[config.mk]
export PLATFORM = sky130hd
export DESIGN_NAME = sound_latch
export DESIGN_NICKNAME = d
export VERILOG_FILES = /design/src/rtl/neo_sound_pkg.sv /design/src/rtl/strobe_edge.sv /design/src/rtl/sound_latch.sv
export SDC_FILE = /design/constraint.sdc
export NUM_CORES = 1
export LEC_CHECK = 0
export ABC_AREA = 1
export ABC_CLOCK_PERIOD_IN_PS = 2800
export BUFFER_PORTS_ARGS = -buffer_cell sky130_fd_sc_hd__buf_2
export CAP_MARGIN = 20
export CORE_MARGIN = 2
export CORE_UTILIZATION = 56
export DETAILED_ROUTE_END_ITERATION = 10
export PLACE_DENSITY = 0.83
export SYNTH_ARGS = -nofsm -noshare
export SYNTH_HDL_FRONTEND = slang
export SYNTH_HIERARCHICAL = 1
export SYNTH_SLANG_ARGS = --single-unit
[constraint.sdc]
create_clock -name CLK -period 2.8 [get_ports CLK]
set_clock_uncertainty 0.15 [all_clocks]
set_input_delay 0.56 -clock CLK [delete_from_list [all_inputs] [get_ports CLK]]
set_output_delay 0.56 -clock CLK [all_outputs]
set_load 0.02 [all_outputs]
[src/rtl/neo_sound_pkg.sv]
// Shared types and defaults for the Neo-Geo 68k<->Z80 sound latch.
package neo_sound_pkg;

    typedef logic [7:0] snd_byte_t;

    localparam int unsigned SNDCNT_W     = 4;
    localparam int unsigned NSDW_LEN_DEF = 4;
    localparam snd_byte_t   CMD_RST_DEF   = 8'h00;
    localparam snd_byte_t   REPLY_RST_DEF = 8'h00;

endpackage

[src/rtl/strobe_edge.sv]
// Registers one active-low strobe and flags its rising edge (strobe released).
module strobe_edge (
    input  logic CLK,
    input  logic nRESET,
    input  logic strobe,
    output logic rise_c
);

    logic strobeDly;

    always_ff @(posedge CLK or negedge nRESET) begin
        if (!nRESET) strobeDly <= 1'b1;
        else         strobeDly <= strobe;
    end

    assign rise_c = strobe & ~strobeDly;

endmodule

[src/rtl/sound_latch.sv]
// NEO-C1 sound-code section: 68k command latch with nSDW pulse and Z80 reply latch.
// Optional build macro SOUNDLATCH_STATUS_EN adds a status read on M68K_DOUT.
module sound_latch
    import neo_sound_pkg::*;
#(
    parameter int unsigned NSDW_LEN  = NSDW_LEN_DEF,
    parameter snd_byte_t   CMD_RST   = CMD_RST_DEF,
    parameter snd_byte_t   REPLY_RST = REPLY_RST_DEF
) (
    input  logic       CLK,
    input  logic       nRESET,
    input  logic [7:0] M68K_DIN,
    input  logic       nLATCH_WR,
    input  logic       nLATCH_RD,
    input  logic       SEL_STATUS,
    output logic [7:0] M68K_DOUT,
    input  logic [7:0] SDD_IN,
    output logic [7:0] SDD_OUT,
    input  logic       nSDZ80R,
    input  logic       nSDZ80W,
    input  logic       nSDZ80CLR,
    output logic       nSDW,
    output logic       CMD_PENDING,
    output logic       REPLY_PENDING
);

    localparam logic [SNDCNT_W-1:0] PULSE_LEN = SNDCNT_W'(NSDW_LEN);
    localparam logic [SNDCNT_W-1:0] CNT_ONE   = SNDCNT_W'(1);

    logic wrEv, rdEv, zrEv, zwEv, zclrEv;
    logic statusSel;
    logic startReq;
    logic [SNDCNT_W-1:0] pulseCnt;
    snd_byte_t cmdShadow, replyShadow, cmdLatch, replyLatch;

    strobe_edge uWr   (.CLK(CLK), .nRESET(nRESET), .strobe(nLATCH_WR), .rise_c(wrEv));
    strobe_edge uRd   (.CLK(CLK), .nRESET(nRESET), .strobe(nLATCH_RD), .rise_c(rdEv));
    strobe_edge uZr   (.CLK(CLK), .nRESET(nRESET), .strobe(nSDZ80R),   .rise_c(zrEv));
    strobe_edge uZw   (.CLK(CLK), .nRESET(nRESET), .strobe(nSDZ80W),   .rise_c(zwEv));
    strobe_edge uZclr (.CLK(CLK), .nRESET(nRESET), .strobe(nSDZ80CLR), .rise_c(zclrEv));

`ifdef SOUNDLATCH_STATUS_EN
    assign statusSel = SEL_STATUS;
    assign M68K_DOUT = SEL_STATUS ? {6'b0, REPLY_PENDING, CMD_PENDING} : replyLatch;
`else
    logic unusedSelStatus;
    assign unusedSelStatus = SEL_STATUS;
    assign statusSel       = 1'b0;
    assign M68K_DOUT       = replyLatch;
`endif

    assign SDD_OUT = cmdLatch;

    // Latches and handshake flags; writers win over clears on the same cycle.
    always_ff @(posedge CLK or negedge nRESET) begin
        if (!nRESET) begin
            cmdShadow     <= CMD_RST;
            replyShadow   <= REPLY_RST;
            cmdLatch      <= CMD_RST;
            replyLatch    <= REPLY_RST;
            CMD_PENDING   <= 1'b0;
            REPLY_PENDING <= 1'b0;
        end else begin
            if (!nLATCH_WR) cmdShadow   <= M68K_DIN;
            if (!nSDZ80W)   replyShadow <= SDD_IN;

            if (wrEv) begin
                cmdLatch    <= cmdShadow;
                CMD_PENDING <= 1'b1;
            end else if (zclrEv) begin
                cmdLatch    <= 8'h00;
                CMD_PENDING <= 1'b0;
            end else if (zrEv) begin
                CMD_PENDING <= 1'b0;
            end

            if (zwEv) begin
                replyLatch    <= replyShadow;
                REPLY_PENDING <= 1'b1;
            end else if (rdEv && !statusSel) begin
                REPLY_PENDING <= 1'b0;
            end
        end
    end

    // nSDW pulse; a command landing on the last low cycle holds nSDW low until the reload.
    always_ff @(posedge CLK or negedge nRESET) begin
        if (!nRESET) begin
            startReq <= 1'b0;
            pulseCnt <= '0;
            nSDW     <= 1'b1;
        end else begin
            startReq <= wrEv;
            if (startReq) begin
                nSDW     <= 1'b0;
                pulseCnt <= PULSE_LEN;
            end else if (pulseCnt != '0) begin
                pulseCnt <= pulseCnt - CNT_ONE;
                if (pulseCnt == CNT_ONE && !wrEv) nSDW <= 1'b1;
            end
        end
    end

endmodule
==> metrics.md <==
| Metric | Value |
|---|---|
| Status | `finished clean` |
| Starting DRT DRC Count | `37` |
| Half-perimeter wire length after placement | `2.26 mm` |
| Pin count of the biggest net entering global routing | `27` |
| Drt pass-1 iters | `4` |
| Min Tclk post-route | `1.75 ns` |
| Clock power share | `19.8%` |
| Hold WC Path Type | `in -> reg` |
| Final hold vios | `0` |
| Leakage | `0.00113 uW` |
| Layout Nets | `244` |
| GR Layer Usage met1 | `24.7%` |
| Met2 usage | `31.3%` |
| Switching share of power | `32.9%` |
| Vias in the first global route | `1226` |
| CTS clk-pin slew, worst paths | `0.12 ns` |
| Most Crowded Layer GR | `met2` |
| Main synth FF type | `dfrtp_1` |
| DRT antenna net count | `0` |
| FFs w/ async S/R, synth | `100%` |
| Setup violations, final | `0` |
| Area growth from synthesis to layout | `16.4%` |
| Tcrit/Tclk final | `62.4%` |
| CTS tree | `done` |
| DR WL/cell | `11.5 um` |
| Final Wtd Congestion | `0.829` |
| Syn nets | `198` |
| Synth area leader | `dfrtp_1` |
| Fraction of layout instances using a drive strength above 1 | `36.2%` |
| Unrepaired setup endpoints after global routing | `false` |
| CP Max Fanout | `2` |
| Worst VDD drop | `0.517 mV` |
| Initial antenna violation count | `0` |
| Die area | `3730 um^2` |
| Crit path from | `nSDW` |
| Port Buf Inserts | `41` |
| First-pass GRT wire length | `5.15 mm` |
| Buffers & Inverters on Critical Path | `1` |
| Skew-Pair Late Insertion Delay | `0.35 ns` |
| Combinational share of power | `25.5%` |
| Maxcap violations | `0` |
| CTS sink cnt | `45` |
| Fin. max-slew vios | `0` |
| Pwr/cell area | `695 nW/um^2` |
| Total GRT Usage | `19.3%` |
| Power Internal | `991 uW` |
| Total number of vias | `1233` |
| Grt ovf | `0` |
| Initial core utilization | `59.3%` |
| Synthesized cell area | `1830 um^2` |
| Measured slew at the worst slew-check pin | `0.433 ns` |
| Met3 Resource Use GR | `6.30%` |
| Drt total wl | `3.03 mm` |
| CTS Buf Count | `5` |
| Seq pwr share | `54.7%` |
| Die W | `61.1 um` |
| Required @ worst endpoint | `2.09 ns` |
| Number of vias per cell | `4.71` |
| IO Count | `43` |
| Final TNS setup | `0 ns` |
| Switching pwr | `486 uW` |
| Crit Path Category | `reg -> out` |
| Post-Syn Area per Cell | `10.7 um^2` |
| Crit path DAT | `1.04 ns` |
| Area occupied by multi-input gates | `539 um^2` |
| Worst hold slack | `0.160 ns` |
| Synth top area share | `53.5%` |
| Tot Pwr | `1480 uW` |
| Hold path start | `nLATCH_RD` |
| Worst setup EP type | `primary output` |
| Std-Cell Rows | `20` |
| Ys Warns | `6` |
| H-tree depth | `2` |
| Max Fclk | `0.572 GHz` |
| Sequential cell area fraction in the yosys report | `62.1%` |
| FF+latch area | `1130 um^2` |
| CTS root buf | `clkbuf_4` |
| Synth Instances | `171` |
| DRC viols | `0` |
| # diodes | `0` |
| Fillers | `258` |
| Startpoint Class | `flop` |
| Worst path slowest cell | `dfstp_2` |
| Die Ht | `61.1 um` |
| Worst r2r src | `uWr/strobeDly` |
| Maximum root-to-sink buffer count | `2` |
| Top area cells in the synthesized netlist | `dfrtp_1 (53%), dfstp_2 (8.6%), nand2_1 (6.8%)` |
| Slowest stage delay, CP | `0.54 ns` |
| Library cells used by synthesis | `22` |
| CP top delay family | `flip-flops` |
| Post-CTS setup buffers | `0` |
| Core area | `3080 um^2` |
| Sequence of cells on the critical path | `buf_2` |
| Max-slew headroom | `71.1%` |
| Synth Register Bits | `45` |
| Post-synth EDFFs | `0` |
## cells in the final DEF, fill, tap and decap left out, types with 6 or more instances in the layout
| cell | instances |
|---|---|
| buf_2 | 41 |
| dfrtp_1 | 39 |
| nand2_1 | 33 |
| inv_1 | 32 |
| nor2_1 | 13 |
| mux2_2 | 9 |
| a21oi_1 | 8 |
| o22ai_2 | 7 |
| dfstp_2 | 6 |
## path summary, 6_finish.rpt
check                                  end  slack (ns)  cells after the start
max in group asynchronous  uZclr/strobeDly        1.25                      3
max                                   nSDW        1.05                      1
min reg2reg                           nSDW        0.28                      1
min in group asynchronous     M68K_DOUT[5]        0.52                      2
min                          uRd/strobeDly        0.16                      1
max reg2reg                     SDD_OUT[5]        1.42                      3
## synthesized netlist by cell type, types with 2 or more instances
library cell,count
a21oi_1,8
nor2_2,5
dfrtp_1,39
mux2_2,9
buf_2,2
nand2_1,33
ha_1,3
o21ai_0,2
dfstp_2,6
inv_1,32
nand3_1,3
nor2_1,13
o22ai_2,7
## sequential cells by signal, indices dropped and copies added (netlist names)
register,count
CMD_PENDING,1
M68K_DOUT,8
REPLY_PENDING,1
SDD_OUT,8
cmdShadow,8
nSDW,1
pulseCnt,4
replyShadow,8
startReq,1
uRd/strobeDly,1
uWr/strobeDly,1
uZclr/strobeDly,1
uZr/strobeDly,1
uZw/strobeDly,1
## power groups by stage
stage	logic [uW]	registers (uW)	clock network [uW]
after floorplan	217	864	0
after global placement	366	817	0
after detailed placement	380	821	0
after CTS	382	808	299
after global routing	430	820	330
final	376	808	293
## cell type report
| cell class | count | area share [%] |
|---|---|---|
| Clock buffer | 6 | 1.94 |
| Clock inverter | 2 | 0.471 |
| Inverter | 33 | 5.83 |
| Multi-Input combinational cell | 89 | 25.4 |
| Sequential cell | 45 | 53.3 |
| Tap cell | 44 | 2.59 |
| Timing Repair Buffer | 43 | 10.5 |
## through the flow
step	cell area (um^2)	utilization [%]	setup slack, ns	instances
finish	2130	69.1	1.05	262
global route	2130	69.1	0.996	262
CTS	2130	69.1	1.04	262
detailed placement	2060	67.1	0.858	253
global placement	2060	67.1	0.920	253
floorplan	1830	-	1.47	171
## kinds of logic (layout without fill, tap and decap cells)
group / Yosys count / count (layout) / share of synthesized area (%)
AO/OA/AOI/OAI: 20 / 20 / 8.70
adder cells (fa/ha/maj): 3 / 3 / 2.06
buffers and inverters: 37 / 84 / 8.36
flip-flops: 45 / 45 / 62.1
multiplexers: 9 / 9 / 5.55
AND/OR/NAND/NOR: 57 / 57 / 13.2
## layer usage
layer | wire (um) | vias up
met1 | 1410 | 584
met3 | 143 | 2
met2 | 1460 | 30
li1 | - | 617
met5 | 0 | -
met4 | 14 | 0
## what timing repair did
action | in CTS | in global routing
hold buffers | 1 | 0
gates resized for setup | 0 | 0
endpoints found under the hold margin | 17 | 0
Note: power is estimated with default switching activity, not from simulation.
